<file path="src/rtl/k051937_sprite_feeder_pkg.sv">
// Shared sprite-interface constants, FSM state codes and size/cost helpers
// for the k051937 sprite attribute feeder.
package k051937_sprite_feeder_pkg;

  localparam int unsigned LINE_BUDGET_DEF = 768;
  localparam int unsigned CHUNK_CYC       = 4;

  localparam int unsigned BUDGET_W = 10;
  localparam int unsigned X_W      = 9;
  localparam int unsigned COLOR_W  = 8;
  localparam int unsigned SIZE_W   = 2;
  localparam int unsigned CIDX_W   = 4;
  localparam int unsigned NCH_W    = 5;
  localparam int unsigned PHASE_W  = 2;

  localparam logic [PHASE_W-1:0] PHASE_LAST = PHASE_W'(CHUNK_CYC - 1);
  localparam logic [PHASE_W-1:0] PHASE_PRE  = PHASE_W'(CHUNK_CYC - 2);

  localparam logic [2:0] ST_IDLE  = 3'd0;
  localparam logic [2:0] ST_FETCH = 3'd1;
  localparam logic [2:0] ST_LATCH = 3'd2;
  localparam logic [2:0] ST_CHUNK = 3'd3;
  localparam logic [2:0] ST_END   = 3'd4;

  typedef struct packed {
    logic [X_W-1:0]     x;
    logic [COLOR_W-1:0] color;
    logic               flip;
  } spr_attr_t;

  // Width code 0..3 -> 2/4/8/16 chunks of 8 pixels.
  function automatic logic [NCH_W-1:0] nch_of(input logic [SIZE_W-1:0] size);
    return NCH_W'(2) << size;
  endfunction

  // One LACH cycle plus CHUNK_CYC cycles per chunk.
  function automatic logic [BUDGET_W-1:0] cost_of(input logic [SIZE_W-1:0] size);
    return BUDGET_W'(1 + CHUNK_CYC * nch_of(size));
  endfunction

endpackage

</file>
<file path="src/rtl/k051937_sprite_feeder_if.sv">
// Sprite queue handshake plus line-buffer attribute bus of the feeder.
interface k051937_sprite_feeder_if;
  import k051937_sprite_feeder_pkg::*;

  logic               LINE_START;
  logic               SPR_VALID;
  logic               SPR_READY;
  logic [X_W-1:0]     SPR_X;
  logic [COLOR_W-1:0] SPR_COLOR;
  logic               SPR_FLIP;
  logic [SIZE_W-1:0]  SPR_SIZE;
  logic [X_W-1:0]     HP;
  logic [COLOR_W-1:0] OC;
  logic               OHF;
  logic               LACH;
  logic               CARY;
  logic               HEND;
  logic               FETCH_STB;
  logic [CIDX_W-1:0]  CHUNK_IDX;
  logic               BUSY;

  modport master (
    input  LINE_START, SPR_VALID, SPR_X, SPR_COLOR, SPR_FLIP, SPR_SIZE,
    output SPR_READY, HP, OC, OHF, LACH, CARY, HEND, FETCH_STB, CHUNK_IDX, BUSY
  );

  modport slave (
    output LINE_START, SPR_VALID, SPR_X, SPR_COLOR, SPR_FLIP, SPR_SIZE,
    input  SPR_READY, HP, OC, OHF, LACH, CARY, HEND, FETCH_STB, CHUNK_IDX, BUSY
  );

endinterface

</file>
<file path="src/rtl/k051937_feeder_budget.sv">
// Per-line render-cycle budget: load on line start, count down while busy,
// saturate at zero, and report whether a sprite cost still fits.
module k051937_feeder_budget
  import k051937_sprite_feeder_pkg::*;
#(
  parameter int unsigned LINE_BUDGET = LINE_BUDGET_DEF
) (
  input  logic                clk_12M,
  input  logic                RES,
  input  logic                load,
  input  logic                dec,
  input  logic [BUDGET_W-1:0] cost,
  output logic [BUDGET_W-1:0] count,
  output logic                fits_c
);

  always_ff @(posedge clk_12M or posedge RES) begin
    if (RES) begin
      count <= '0;
    end else if (load) begin
      count <= BUDGET_W'(LINE_BUDGET);
    end else if (dec && (count != '0)) begin
      count <= count - BUDGET_W'(1);
    end
  end

  assign fits_c = (count >= cost);

endmodule

</file>
<file path="src/rtl/k051937_sprite_feeder.sv">
// Sprite attribute feeder: pops sorted sprites once per line, sequences
// LACH + chunk slots toward the line buffer and issues ROM chunk fetches.
module k051937_sprite_feeder
  import k051937_sprite_feeder_pkg::*;
#(
  parameter int unsigned LINE_BUDGET = LINE_BUDGET_DEF
) (
  input  logic                      clk_12M,
  input  logic                      RES,
  k051937_sprite_feeder_if.master   bus
);

  logic [2:0]          state, state_n;
  logic [PHASE_W-1:0]  phase, phase_n;
  logic [CIDX_W-1:0]   chunk, chunk_n;
  logic [NCH_W-1:0]    nch, nch_n;
  spr_attr_t           attr_q, attr_n;
  logic [CIDX_W-1:0]   idx_q, idx_n;
  logic                lach_q, lach_n;
  logic                cary_q, cary_n;
  logic                hend_q, hend_n;
  logic                stb_q, stb_n;
  logic                busy_q;
  logic                load_c;
  logic                ready_c;
  logic                fits_c;
  logic                last_chunk_c;
  logic [BUDGET_W-1:0] cost_c;
  logic [BUDGET_W-1:0] budget;

  // Fetch order is reversed for horizontally flipped sprites.
  function automatic logic [CIDX_W-1:0] chunk_idx(input logic flip,
                                                  input logic [NCH_W-1:0] n,
                                                  input logic [CIDX_W-1:0] c);
    return flip ? (CIDX_W'(n - NCH_W'(1)) - c) : c;
  endfunction

  assign cost_c       = cost_of(bus.SPR_SIZE);
  assign last_chunk_c = (chunk == CIDX_W'(nch - NCH_W'(1)));

  k051937_feeder_budget #(
    .LINE_BUDGET (LINE_BUDGET)
  ) u_budget (
    .clk_12M (clk_12M),
    .RES     (RES),
    .load    (load_c),
    .dec     (state != ST_IDLE),
    .cost    (cost_c),
    .count   (budget),
    .fits_c  (fits_c)
  );

  // Next state and next registered outputs; LINE_START overrides everything.
  always_comb begin
    state_n = state;
    phase_n = phase;
    chunk_n = chunk;
    nch_n   = nch;
    attr_n  = attr_q;
    idx_n   = idx_q;
    lach_n  = 1'b0;
    cary_n  = 1'b0;
    hend_n  = 1'b0;
    stb_n   = 1'b0;
    load_c  = 1'b0;
    ready_c = 1'b0;

    if (bus.LINE_START) begin
      load_c  = 1'b1;
      state_n = ST_FETCH;
      // END already carries this line's HEND pulse.
      hend_n  = (state != ST_IDLE) && (state != ST_END);
    end else begin
      case (state)
        ST_IDLE: begin
        end
        ST_FETCH: begin
          if (bus.SPR_VALID && fits_c) begin
            ready_c      = 1'b1;
            attr_n.x     = bus.SPR_X;
            attr_n.color = bus.SPR_COLOR;
            attr_n.flip  = bus.SPR_FLIP;
            nch_n        = nch_of(bus.SPR_SIZE);
            lach_n       = 1'b1;
            state_n      = ST_LATCH;
          end else begin
            hend_n  = 1'b1;
            state_n = ST_END;
          end
        end
        ST_LATCH: begin
          state_n = ST_CHUNK;
          phase_n = '0;
          chunk_n = '0;
          stb_n   = 1'b1;
          idx_n   = chunk_idx(attr_q.flip, nch, '0);
        end
        ST_CHUNK: begin
          if (phase == PHASE_LAST) begin
            if (last_chunk_c) begin
              state_n = ST_FETCH;
            end else begin
              chunk_n = chunk + CIDX_W'(1);
              phase_n = '0;
              stb_n   = 1'b1;
              idx_n   = chunk_idx(attr_q.flip, nch, chunk + CIDX_W'(1));
            end
          end else begin
            phase_n = phase + PHASE_W'(1);
            cary_n  = (phase == PHASE_PRE) && !last_chunk_c;
          end
        end
        ST_END: begin
          state_n = ST_IDLE;
        end
        default: begin
          state_n = ST_IDLE;
        end
      endcase
    end
  end

  always_ff @(posedge clk_12M or posedge RES) begin
    if (RES) begin
      state  <= ST_IDLE;
      phase  <= '0;
      chunk  <= '0;
      nch    <= '0;
      attr_q <= '0;
      idx_q  <= '0;
      lach_q <= 1'b0;
      cary_q <= 1'b0;
      hend_q <= 1'b0;
      stb_q  <= 1'b0;
      busy_q <= 1'b0;
    end else begin
      state  <= state_n;
      phase  <= phase_n;
      chunk  <= chunk_n;
      nch    <= nch_n;
      attr_q <= attr_n;
      idx_q  <= idx_n;
      lach_q <= lach_n;
      cary_q <= cary_n;
      hend_q <= hend_n;
      stb_q  <= stb_n;
      busy_q <= (state_n != ST_IDLE);
    end
  end

  assign bus.SPR_READY = ready_c;
  assign bus.HP        = attr_q.x;
  assign bus.OC        = attr_q.color;
  assign bus.OHF       = attr_q.flip;
  assign bus.LACH      = lach_q;
  assign bus.CARY      = cary_q;
  assign bus.HEND      = hend_q;
  assign bus.FETCH_STB = stb_q;
  assign bus.CHUNK_IDX = idx_q;
  assign bus.BUSY      = busy_q;

endmodule
</file>
<file path="src/flat_wrapper.sv">
// flat-port wrapper written by rule: the top's interface ports become plain ports
module k051937_sprite_feeder_flat import k051937_sprite_feeder_pkg::*;
#(
  parameter int unsigned LINE_BUDGET = LINE_BUDGET_DEF
)
  (clk_12M, RES, bus_LINE_START, bus_SPR_VALID, bus_SPR_X, bus_SPR_COLOR, bus_SPR_FLIP, bus_SPR_SIZE, bus_SPR_READY, bus_HP, bus_OC, bus_OHF, bus_LACH, bus_CARY, bus_HEND, bus_FETCH_STB, bus_CHUNK_IDX, bus_BUSY);
  k051937_sprite_feeder_if bus_i ();
  input  logic clk_12M;
  input  logic RES;
  input wire logic [$bits(bus_i.LINE_START)-1:0] bus_LINE_START;
  input wire logic [$bits(bus_i.SPR_VALID)-1:0] bus_SPR_VALID;
  input wire logic [$bits(bus_i.SPR_X)-1:0] bus_SPR_X;
  input wire logic [$bits(bus_i.SPR_COLOR)-1:0] bus_SPR_COLOR;
  input wire logic [$bits(bus_i.SPR_FLIP)-1:0] bus_SPR_FLIP;
  input wire logic [$bits(bus_i.SPR_SIZE)-1:0] bus_SPR_SIZE;
  output wire logic [$bits(bus_i.SPR_READY)-1:0] bus_SPR_READY;
  output wire logic [$bits(bus_i.HP)-1:0] bus_HP;
  output wire logic [$bits(bus_i.OC)-1:0] bus_OC;
  output wire logic [$bits(bus_i.OHF)-1:0] bus_OHF;
  output wire logic [$bits(bus_i.LACH)-1:0] bus_LACH;
  output wire logic [$bits(bus_i.CARY)-1:0] bus_CARY;
  output wire logic [$bits(bus_i.HEND)-1:0] bus_HEND;
  output wire logic [$bits(bus_i.FETCH_STB)-1:0] bus_FETCH_STB;
  output wire logic [$bits(bus_i.CHUNK_IDX)-1:0] bus_CHUNK_IDX;
  output wire logic [$bits(bus_i.BUSY)-1:0] bus_BUSY;
  assign bus_i.LINE_START = bus_LINE_START;
  assign bus_i.SPR_VALID = bus_SPR_VALID;
  assign bus_i.SPR_X = bus_SPR_X;
  assign bus_i.SPR_COLOR = bus_SPR_COLOR;
  assign bus_i.SPR_FLIP = bus_SPR_FLIP;
  assign bus_i.SPR_SIZE = bus_SPR_SIZE;
  assign bus_SPR_READY = bus_i.SPR_READY;
  assign bus_HP = bus_i.HP;
  assign bus_OC = bus_i.OC;
  assign bus_OHF = bus_i.OHF;
  assign bus_LACH = bus_i.LACH;
  assign bus_CARY = bus_i.CARY;
  assign bus_HEND = bus_i.HEND;
  assign bus_FETCH_STB = bus_i.FETCH_STB;
  assign bus_CHUNK_IDX = bus_i.CHUNK_IDX;
  assign bus_BUSY = bus_i.BUSY;
  k051937_sprite_feeder #(.LINE_BUDGET(LINE_BUDGET)) u_core (.clk_12M(clk_12M), .RES(RES), .bus(bus_i));
endmodule
</file>
<file path="config.mk">
export PLATFORM = sky130hd
export DESIGN_NAME = k051937_sprite_feeder_flat
export DESIGN_NICKNAME = d
export VERILOG_FILES = /design/src/rtl/k051937_sprite_feeder_pkg.sv /design/src/rtl/k051937_sprite_feeder_if.sv /design/src/rtl/k051937_feeder_budget.sv /design/src/rtl/k051937_sprite_feeder.sv /design/src/flat_wrapper.sv
export SDC_FILE = /design/constraint.sdc
export NUM_CORES = 1
export LEC_CHECK = 0
export CAP_MARGIN = 5
export CORE_AREA = 3 3 98 100
export DETAILED_ROUTE_END_ITERATION = 10
export DIE_AREA = 0 0 101 103
export GPL_ROUTABILITY_DRIVEN = 0
export PLACE_DENSITY = 0.58
export SYNTH_ARGS = -nofsm -noshare
export SYNTH_HDL_FRONTEND = slang
export SYNTH_SLANG_ARGS = --single-unit
</file>
<file path="constraint.sdc">
create_clock -name clk_12M -period 5.5 [get_ports clk_12M]
set_input_delay 0.825 -clock clk_12M [delete_from_list [all_inputs] [get_ports clk_12M]]
set_output_delay 0.825 -clock clk_12M [all_outputs]
set_load 0.1 [all_outputs]
</file>
### Word level (Yosys, flattened, before mapping)

Cells that the tools add are included.

| storage, ports and cells | value |
|---|---|
| bits in registers | 50 |
| input bits | 24 |

| operators by class | value |
|---|---|
| add/subtract/negate cells | 6 |
| magnitude comparators | 1 |
| equality and inequality tests | 10 |
| shift operators | 1 |
| multiplexer cells | 32 |
| bitwise operators | 1 |
| reductions and logical operators | 14 |

Operators with widths:

| operator | count |
|---|---|
| 4-bit 2-to-1 mux | 6 |
| 10-bit 2-to-1 mux | 2 |
| 4-bit one-hot mux with 2 select lines | 2 |
| 1-bit 2-to-1 mux | 13 |
| 3-bit 2-to-1 mux | 4 |
| 3-bit one-hot mux with 4 select lines | 1 |
| 10-bit >= comparator | 1 |
| 10-bit nonzero test | 1 |
| 10-bit by 1-bit subtractor with 10-bit output (second input constant) | 1 |
| 1-bit by 7-bit adder with 8-bit output (first input constant) | 1 |
| 3-bit by 2-bit equality test with 1-bit output (second input constant) | 2 |
| 3-bit inequality test (second input constant) | 2 |
| 3-bit AND reduction | 2 |
| 3-bit nonzero test | 2 |
| 2-bit by 2-bit << shifter with 5-bit output (first input constant) | 1 |
| 4-bit by 1-bit adder with 4-bit output (second input constant) | 1 |
| 2-bit equality test (second input constant) | 2 |
| 4-bit equality test | 1 |
| 1-bit logical AND | 4 |
| 2-bit 2-to-1 mux | 2 |
| 2-bit one-hot mux with 2 select lines | 1 |
| 4-bit AND reduction | 1 |
| 2-bit nonzero test | 2 |
| 4-bit by 1-bit subtractor with 4-bit output (second input constant) | 1 |
| other kinds (9) | 9 |

### Logic depth before layout (Yosys ltp)

Gate-level depths: netlist of the first run.

| depth | value |
|---|---|
| depth after elaboration | 8 |
| depth in mapped cells | 10 |
| mapped depth without buffers | 10 |

### Hierarchy

Synthesis of the first run repeated with hierarchy kept, for this count alone.

| unflattened totals | value |
|---|---|
| cells, all modules | 279 |
| area total of the unflattened synthesis | 2628.8 um^2 |

Modules (own cells, without submodules):

| module | times used | cells an instance | area an instance (um^2) |
|---|---|---|---|
| k051937_sprite_feeder | 1 | 189 | 1834.3 |
| k051937_feeder_budget | 1 | 90 | 794.5 |

### Least setup slack after synthesis of the first run

No wires, ideal clock.

| timing | value |
|---|---|
| path kind | input-to-output |
| from | input port bus_SPR_SIZE[0] |
| to | output port bus_SPR_READY |
| arrival time | 2.370 ns |
| required time | 4.675 ns |
| setup slack | 2.305 ns |
| stages | 9 |
| path buffers | 2 |
| cell sequence | or2_2 > ha_1 > o211ai_1 > a21oi_2 > o21ai_2 > a31oi_2 > and3_1 > buf_6 > buf_12 |

| on the way | value |
|---|---|
| cells in the longest elaborated chain, start to end | 7 |

RTL lines:

| element | RTL line | text |
|---|---|---|
| from (decl) | flat_wrapper.sv:15 | `input wire logic [$bits(bus_i.SPR_SIZE)-1:0] bus_SPR_SIZE;` |
| 2-bit by 2-bit << shifter with 5-bit output | n/a |  |
| 1-bit by 7-bit adder with 8-bit output | k051937_sprite_feeder_pkg.sv:38 | `return BUDGET_W'(1 + CHUNK_CYC * nch_of(size));` |
| 10-bit >= comparator | k051937_feeder_budget.sv:27 | `assign fits_c = (count >= cost);` |
| 1-bit logical AND | k051937_sprite_feeder.sv:78 | `if (bus.SPR_VALID && fits_c) begin` |
| 1-bit 2-to-1 mux | k051937_sprite_feeder.sv:78 |  |
| 1-bit 2-to-1 mux | k051937_sprite_feeder.sv:74 | `case (state)` |
| 1-bit 2-to-1 mux | k051937_sprite_feeder.sv:68 | `if (bus.LINE_START) begin` |
| to (decl) | flat_wrapper.sv:16 | `output wire logic [$bits(bus_i.SPR_READY)-1:0] bus_SPR_READY;` |

No other way between the ends.

### Final worst setup path of the first run

| timing | value |
|---|---|
| from | input port bus_SPR_SIZE[1] |
| to | output port bus_SPR_READY |

The elaborated chain is that of the path after synthesis.

==> results of run 1 <==
==> cells by family after synthesis <==
| kind of cell | share of synthesized area, % |
|---|---|
| simple gates | 13.2 |
| flops | 47.3 |
| compound gates | 9.31 |
| mux | 12.1 |
| buf+inv | 5.98 |
| xor+xnor | 5.93 |
| fa+ha+maj | 6.27 |
==> critical path: stages <==
cell             delay, ps
clkdlybuf4s50_1        490
or2_2                  330
ha_1                   290
o211ai_1                90
a21oi_2                130
o21ai_2                 80
a31oi_2                210
and3_1                 180
buf_4                  370
buf_12                 230
==> area by class of cell <==
cell class / count / area (um^2)
inverters: 14 / 52.6
clock inverters: 3 / 21.3
clock buffers: 5 / 68.8
well taps: 108 / 135
fillers: 882 / 5520
multi-input cells: 152 / 1210
repair buffers: 52 / 528
flip-flops and latches: 49 / 1230
==> cell usage after synthesis (all sizes together) (2+ instances only) <==
master / number
nand3: 5
xnor2: 7
and3: 2
nor3: 8
inv: 14
o211ai: 2
nand2: 14
a21oi: 9
a31oi: 4
xor2: 8
buf: 5
o21ai: 9
nand2b: 5
nor4: 3
clkbuf: 2
nor2: 21
dfrtp: 49
a21o: 3
mux2i: 4
mux2: 19
or2: 2
ha: 13
==> registers in the layout (all words and copies together), names as in the netlist, 2 cells and up <==
name and cells:
u_core.phase 2, u_core.bus.CHUNK_IDX 4, u_core.nch 3, u_core.bus.HP 9, u_core.bus.OC 8, u_core.u_budget.count 10, u_core.state 3, u_core.chunk 4
==> cells in the final DEF, fill, tap and decap left out, drive strengths merged, types with 7 or more instances in the layout <==
cell / n
inv: 15
o21ai: 9
xor2: 8
nand2: 14
mux2: 19
xnor2: 7
dfrtp: 49
nor2: 21
ha: 13
a21oi: 9
clkdlybuf4s50: 50
nor3: 8
==> metrics by stage <==
stage          hold slack, ps  instances  util [%]  setup WS, ps
2_1_floorplan             470        223         -          2310
3_3_place_gp              489        375      36.0          1500
3_5_place_dp              494        375      36.0          1440
4_1_cts                   516        383      37.0          1430
5_1_grt                   530        383      37.0          1330
6_report                  517        383      37.0          1430
==> report_power, final <==
| part | internal [mW] | leakage (nW) | switching, mW |
|---|---|---|---|
| combinational | 0.270 | 0.741 | 0.588 |
| clock | 0.0905 | 0.0445 | 0.124 |
| sequential | 0.446 | 0.605 | 0.0770 |
==> how the worst max path moves through the flow <==
stage,end,depth (start not counted),from
floorplan,bus_SPR_READY,9,bus_SPR_SIZE[0]
global placement,bus_SPR_READY,10,bus_SPR_SIZE[1]
detailed placement,bus_SPR_READY,10,bus_SPR_SIZE[1]
CTS,bus_SPR_READY,10,bus_SPR_SIZE[1]
global route,bus_SPR_READY,10,bus_SPR_SIZE[1]
finish,bus_SPR_READY,10,bus_SPR_SIZE[1]
==> metal layers <==
layer	GRT usage (%)	part of all wire, %
met3	2.50	5.0
met2	15.6	47
met1	13.4	47
met5	0	0
met4	2.76	0.50
==> reports/qor.csv, run 1 <==
metric;value;unit
status;completed;
Hold Path Depth;1;
prevailing post-synth register cell;dfrtp_1;
synth warn;0;
FFs w/ async S/R, synth;100;%
Yosys cell types;49;
Max-cap violations;0;
residual DRC count;0;
Least-Margin Pin Slew;1040;ps
worst hold start;u_core.bus.OC[2];
Peak VDD IR;0.152;mV
Sinks on Clock Net;49;
crit end category;output port;
post-synthesis cell area;0.00259;mm^2
Max transition margin;30.6;%
CP startpoint kind;input port;
initial antenna violation count;0;
DP Area;0.00316;mm^2
Synth area leader;dfrtp_1;
share of the synthesized area in the top cell type;47.3;%
fin. max-slew vios;0;
area delta synth->final;25.1;%
Max Clock Freq;0.246;GHz
# port buffers;51;
largest net degree at the start of global routing;50;
HP Class;reg -> reg;
total wire length;5020;um
hold worst-path end;u_core.bus.OC[2];
ANT nets after route;0;
layout cells sized above 1;15.3;%
Detailed Routing Iterations Pass 1;4;
worst setup path category;in -> out;
post-DP HPWL;3670;um
total power;1.60;mW
post-CTS sizing;0;
Hold-fix buffers, CTS;0;
RSZ-0062 raised after global routing;no;
clock slew at reported path FFs;90;ps
DR iter-0 viols;45;
setup violators final;0;
Mapped Cells;223;
Seq/Total Area, Yosys;47.3;%
postcts setup bufs;0;
post-synthesis average cell area;11.6;um^2
setup TNS;0;ps
Antenna Cells;0;
period utilization;73.9;%
#FFs+latches synth;49;
H-tree depth;2;
drt wl/cell;13.1;um
Initial Utilization;29.6;%
worst reg-to-reg setup slack;3140;ps
clk root buf;clkbuf_8;
global-route wire length before repair;8220;um
CTS Buffer Depth;2;
Die X;101;um
post-synth net total;260;
TritonCTS buffer count;5;
GRT Residual Overflow;0;
Post-synth EDFFs;0;
Overall Global Routing Usage;9.84;%
I/O pins;52;
Min Clock Period, post-route;4070;ps
Final Hold Vio Count;0;
# rows;34;
CP Data Arrival Time;3240;ps
Die Span Y;103;um
crit-path max FO;23;
fin area;0.00325;mm^2
Die Area;0.0104;mm^2
CTS tree;done;
Core ar.;0.00876;mm^2
Vias/cell;4.57;
Final nets;311;
worst flop-to-flop path startpoint;u_core.u_budget.count[3];
Req. time, crit path;4680;ps
Fin Clk Skew;8.33;ps
R2R Path End;u_core.bus.OHF;
R2R cell count;8;
Clock Latency Late Sink;300;ps
Pleak;1.39;nW
pwr dens;492;mW/mm^2
top post-synthesis cells by area;dfrtp_1 (47%), mux2_4 (9.3%), ha_1 (6.3%), nor2_1 (3.0%), xor2_1 (2.7%);
routed via count;1752;
number of global-route vias before repair;1703;
Power figures use the tool's default switching activity.
==> inputs of run 2 (changes only) <==
clock period = 4.1 ns   (was 5.5 ns; I/O delays follow)
==> reports/qor.csv, run 2 (same netlist as run 1, synthesis figures left out) <==
metric;value;unit;change
Sinks on Clock Net;49;;unchanged
Hold-fix buffers, CTS;0;;unchanged
worst setup path category;in -> out;;
layout cells sized above 1;15.6;%;+0.31 points
Detailed Routing Iterations Pass 1;4;;unchanged
Core ar.;0.00876;mm^2;unchanged
area delta synth->final;25.5;%;
CTS Buffer Depth;2;;unchanged
clock slew at reported path FFs;100;ps;about the same
Clock Latency Late Sink;310;ps;about the same
initial antenna violation count;0;;unchanged
H-tree depth;2;;unchanged
Pint;1.09;mW;+35%
GRT Residual Overflow;0;;unchanged
Max transition margin;33.8;%;+3.1 points
max reg flops;10;;unchanged
crit end category;output port;;
Max Clock Freq;0.300;GHz;
Req. time, crit path;3480;ps;-1200 ps
post-DP HPWL;3630;um;-1.0%
setup TNS;0;ps;unchanged
sw frac;49.5;%;about the same
RSZ-0062 raised after global routing;no;;
post-CTS sizing;0;;unchanged
routed via count;1723;;-1.7%
final hold slack;518;ps;+0.802 ps
status;completed;;
postcts setup bufs;0;;unchanged
pwr dens;660;mW/mm^2;+34%
total power;2.15;mW;+35%
DR iter-0 viols;34;;-24%
Die Area;0.0104;mm^2;unchanged
period utilization;81.3;%;
number of global-route vias before repair;1718;;+0.88%
Fin Clk Skew;7.89;ps;-0.434 ps
Vias/cell;4.49;;-1.9%
Seq pwr share;32.8;%;about the same
# rows;34;;unchanged
Antenna Cells;0;;unchanged
Max-cap violations;0;;unchanged
R2R cell count;8;;unchanged
Final nets;312;;+0.32%
setup violators final;0;;unchanged
fin. max-slew vios;0;;unchanged
I/O pins;52;;unchanged
Overall Global Routing Usage;10.0;%;+0.20 points
Final Hold Vio Count;0;;unchanged
Pleak;1.40;nW;+0.43%
CP startpoint kind;input port;;
combinational power share;53.4;%;-0.4 points
commonest non-fill, non-tap cell in the layout;clkdlybuf4s50_1;;
Clock Power Share;13.8;%;+0.3 points
Min Clock Period, post-route;3330;ps;
Hold Path Depth;1;;unchanged
crit-path max FO;4;;-83%
worst hold start;u_core.bus.HP[5];;
ANT nets after route;0;;unchanged
CP Data Arrival Time;2720;ps;-520 ps
routing usage on met1;13.7;%;+0.30 points
Initial Utilization;29.6;%;unchanged
TritonCTS buffer count;5;;unchanged
worst flop-to-flop path startpoint;u_core.u_budget.count[3];;
most crowded layer after global routing;met2;;
# port buffers;51;;unchanged
global-route wire length before repair;8270;um;+0.60%
Least-Margin Pin Slew;992;ps;-47.1 ps
Peak VDD IR;0.178;mV;+17%
HP Class;reg -> reg;;
Die Span Y;103;um;unchanged
Die X;101;um;unchanged
commonest non-fill, non-tap cells in the layout;clkdlybuf4s50_1 (50), dfrtp_1 (49), nor2_1 (21);;
CTS tree;done;;
Most flops, register;u_core.u_budget.count;;
switching power;1.06;mW;+35%
residual DRC count;0;;unchanged
clk root buf;clkbuf_8;;
drt wl/cell;13.1;um;+0.22%
largest net degree at the start of global routing;50;;unchanged
crit path from;bus_SPR_SIZE[1];;
met2 Use GR;15.4;%;-0.15 points
met3 Use GR;2.57;%;+0.068 points
total wire length;5050;um;+0.48%
## run 2: stage by stage
stage / util [%] / cell area, um^2 / std cells / setup WS [ps]
2_1_floorplan: - / 2590 / 223 / 1330
5_1_grt: 37.2 / 3260 / 384 / 620
6_report: 37.2 / 3260 / 384 / 768
4_1_cts: 37.2 / 3260 / 384 / 745
3_5_place_dp: 36.1 / 3160 / 376 / 736
3_3_place_gp: 36.1 / 3160 / 376 / 783
## run 2: critical path: stages
cell	delay (ps)
clkdlybuf4s50_1	480
or2_2	330
ha_1	280
o211ai_1	90
a21oi_2	130
o21ai_2	70
a31oi_2	210
and3_1	300
buf_12	200
## run 2: power by group through the flow
stage | sequential (mW) | combinational (mW) | clock, mW
2_1_floorplan | 1.23 | 0.387 | 0
3_3_place_gp | 0.714 | 1.14 | 0
3_5_place_dp | 0.715 | 1.15 | 0
4_1_cts | 0.706 | 1.16 | 0.314
5_1_grt | 0.724 | 1.22 | 0.333
6_report | 0.704 | 1.15 | 0.297
## run 2: layer usage
layer	wire (um)	vias to the layer above
li1	-	867
met1	2450	814
met2	2280	33
met3	225	9
met4	88	0
met5	0	-
## run 2: cell type report
| class | instances | area [um^2] |
|---|---|---|
| fill | 866 | 5510 |
| sequential | 49 | 1230 |
| multi-input combinational | 152 | 1210 |
| timing repair buffer | 53 | 536 |
| tap | 108 | 135 |
| clock buffer | 5 | 68.8 |
| inverter | 14 | 52.6 |
| clock inverter | 3 | 25.0 |
## run 2: final timing paths
path                               endpoint  slack, ps
setup reg to reg             u_core.bus.OHF       1700
hold reg to reg            u_core.bus.HP[5]        520
max in group asynchronous   u_core.bus.HEND       2640
hold / removal             u_core.bus.HP[5]        520
min in group asynchronous  u_core.bus.HP[8]        850
setup / recovery              bus_SPR_READY        770
==> inputs of run 3 (changes only) <==
PLACE_DENSITY = 0.6   (was 0.58)
clock period = 2.88 ns   (was 4.1 ns; I/O delays follow)
==> reports/qor.csv, run 3 (same netlist as run 1, synthesis figures left out) <==
metric;value;unit;change
max reg flops;10;;unchanged
Min Clock Period, post-route;2720;ps;
Pleak;1.45;nW;+3.5%
drt wl/cell;12.9;um;-1.8%
commonest non-fill, non-tap cells in the layout;dfrtp_1 (49), buf_4 (33), nor2_1 (21), clkdlybuf4s50_1 (21), mux2_4 (16);;
HP Class;reg -> reg;;
Clock Power Share;13.6;%;-0.2 points
Peak VDD IR;0.265;mV;+49%
Req. time, crit path;2450;ps;-1030 ps
# rows;34;;unchanged
layout cells sized above 1;27.0;%;+11 points
worst setup margin;156;ps;-612 ps
Hold-fix buffers, CTS;0;;unchanged
Max-cap violations;0;;unchanged
DP Area;0.00315;mm^2;-0.55%
Detailed Routing Iterations Pass 1;4;;unchanged
Fin Clk Skew;4.41;ps;-3.48 ps
number of global-route vias before repair;1858;;+8.1%
Die Span Y;103;um;unchanged
area delta synth->final;24.8;%;
CTS Buffer Depth;2;;unchanged
hold worst-path end;u_core.phase[1];;
residual DRC count;0;;unchanged
RSZ-0062 raised after global routing;no;;
total wire length;5020;um;-0.50%
commonest non-fill, non-tap cell in the layout;dfrtp_1;;
CP Data Arrival Time;2290;ps;-430 ps
crit-path max FO;4;;unchanged
H-tree depth;2;;unchanged
GRT Residual Overflow;0;;unchanged
# port buffers;51;;unchanged
worst flop-to-flop path startpoint;u_core.nch[1];;
Overall Global Routing Usage;10.3;%;+0.26 points
Max transition margin;59.7;%;+26 points
worst reg-to-reg setup slack;580;ps;-1120 ps
Core ar.;0.00876;mm^2;unchanged
Final Hold Vio Count;0;;unchanged
Die Area;0.0104;mm^2;unchanged
clock slew at reported path FFs;90;ps;about the same
global-route wire length before repair;8600;um;+4.0%
post-DP HPWL;3740;um;+3.0%
Clock Latency Late Sink;300;ps;about the same
Most flops, register;u_core.u_budget.count;;
Antenna Cells;0;;unchanged
Seq pwr share;33.3;%;+0.5 points
TritonCTS buffer count;5;;unchanged
Pint;1.51;mW;+39%
R2R Path End;u_core.chunk[3];;
Sinks on Clock Net;49;;unchanged
largest net degree at the start of global routing;50;;unchanged
switching power;1.51;mW;+42%
worst hold start;u_core.phase[1];;
Hold Path Depth;2;;+1
Vias/cell;4.52;;+0.78%
period utilization;94.6;%;
combinational power share;53.1;%;-0.3 points
Die X;101;um;unchanged
R2R cell count;7;;-1
Max Clock Freq;0.367;GHz;
routed via count;1759;;+2.1%
CTS tree;done;;
total power;3.02;mW;+40%
sw frac;50.0;%;+0.50 points
pre-CTS setup slack;-27.1;ps;-763 ps
status;completed;;
Initial Utilization;29.6;%;unchanged
CP startpoint kind;input port;;
I/O pins;52;;unchanged
setup violators final;0;;unchanged
worst setup path category;in -> out;;
Final nets;317;;+1.6%
ANT nets after route;0;;unchanged
clk root buf;clkbuf_8;;
fin area;0.00324;mm^2;-0.54%
Least-Margin Pin Slew;605;ps;-387 ps
setup TNS;0;ps;unchanged
DR iter-0 viols;47;;+38%
crit end category;output port;;
fin. max-slew vios;0;;unchanged
pwr dens;931;mW/mm^2;+41%
initial antenna violation count;0;;unchanged
## run 3: cell types whose count changed in the layout (fill, tap and decap cells not counted), moves of 2 or more
| cell | change |
|---|---|
| buf_4 | +31 |
| clkdlybuf4s50_1 | -29 |
| clkinvlp_4 | +2 |
| dlygate4sd2_1 | +2 |
| inv_6 | -2 |
## run 3: power groups by stage
stage               combinational, mW  sequential [mW]  clock [mW]
floorplan                       0.550             1.75           0
global placement                 1.60             1.02           0
detailed placement               1.61             1.02           0
CTS                              1.62             1.01       0.434
global route                     1.71             1.03       0.467
finish                           1.60             1.00       0.411
## run 3: stage by stage
| stage | hold WS (ps) | std cells | util [%] |
|---|---|---|---|
| after CTS | 520 | 389 | 37.0 |
| after floorplan | 470 | 223 | - |
| final | 515 | 389 | 37.0 |
| after global routing | 544 | 389 | 37.0 |
| after global placement | 490 | 381 | 35.9 |
| after detailed placement | 495 | 381 | 35.9 |
## run 3: per-layer routing
layer	vias to the layer above	track usage (%)	routed length, um
met3	6	3.11	299
li1	874	-	-
met2	33	17.8	2450
met4	0	2.86	43
met1	846	12.5	2230
met5	-	0	0
## run 3: worst max path at each step
stage / depth (start not counted) / to / from
floorplan: 10 / u_core.bus.HP[6] / bus_SPR_SIZE[0]
global placement: 10 / bus_SPR_READY / bus_SPR_SIZE[0]
detailed placement: 10 / bus_SPR_READY / bus_SPR_SIZE[0]
CTS: 10 / bus_SPR_READY / bus_SPR_SIZE[0]
global route: 10 / bus_SPR_READY / bus_SPR_SIZE[0]
finish: 10 / bus_SPR_READY / bus_SPR_SIZE[0]
## run 3: critical path, stage by stage
cell           delay, ps
dlygate4sd2_1        250
or2_2                310
ha_1                 270
o211ai_1             200
a21oi_2               50
o21ai_2              140
a31oi_2              110
and3_4               200
buf_4                150
buf_12               160
## run 3: layout make-up
| cell class | count | area [um^2] |
|---|---|---|
| clock buffers | 5 | 68.8 |
| clock inverters | 3 | 22.5 |
| fillers | 867 | 5520 |
| inverters | 14 | 52.6 |
| multi-input cells | 152 | 1220 |
| flip-flops and latches | 49 | 1230 |
| well taps | 108 | 135 |
| repair buffers | 58 | 515 |
## run 3: timing repair
action,in CTS,in global routing
resized for setup,3,0
endpoints found under the setup margin,1,0
buffers inserted,0,0
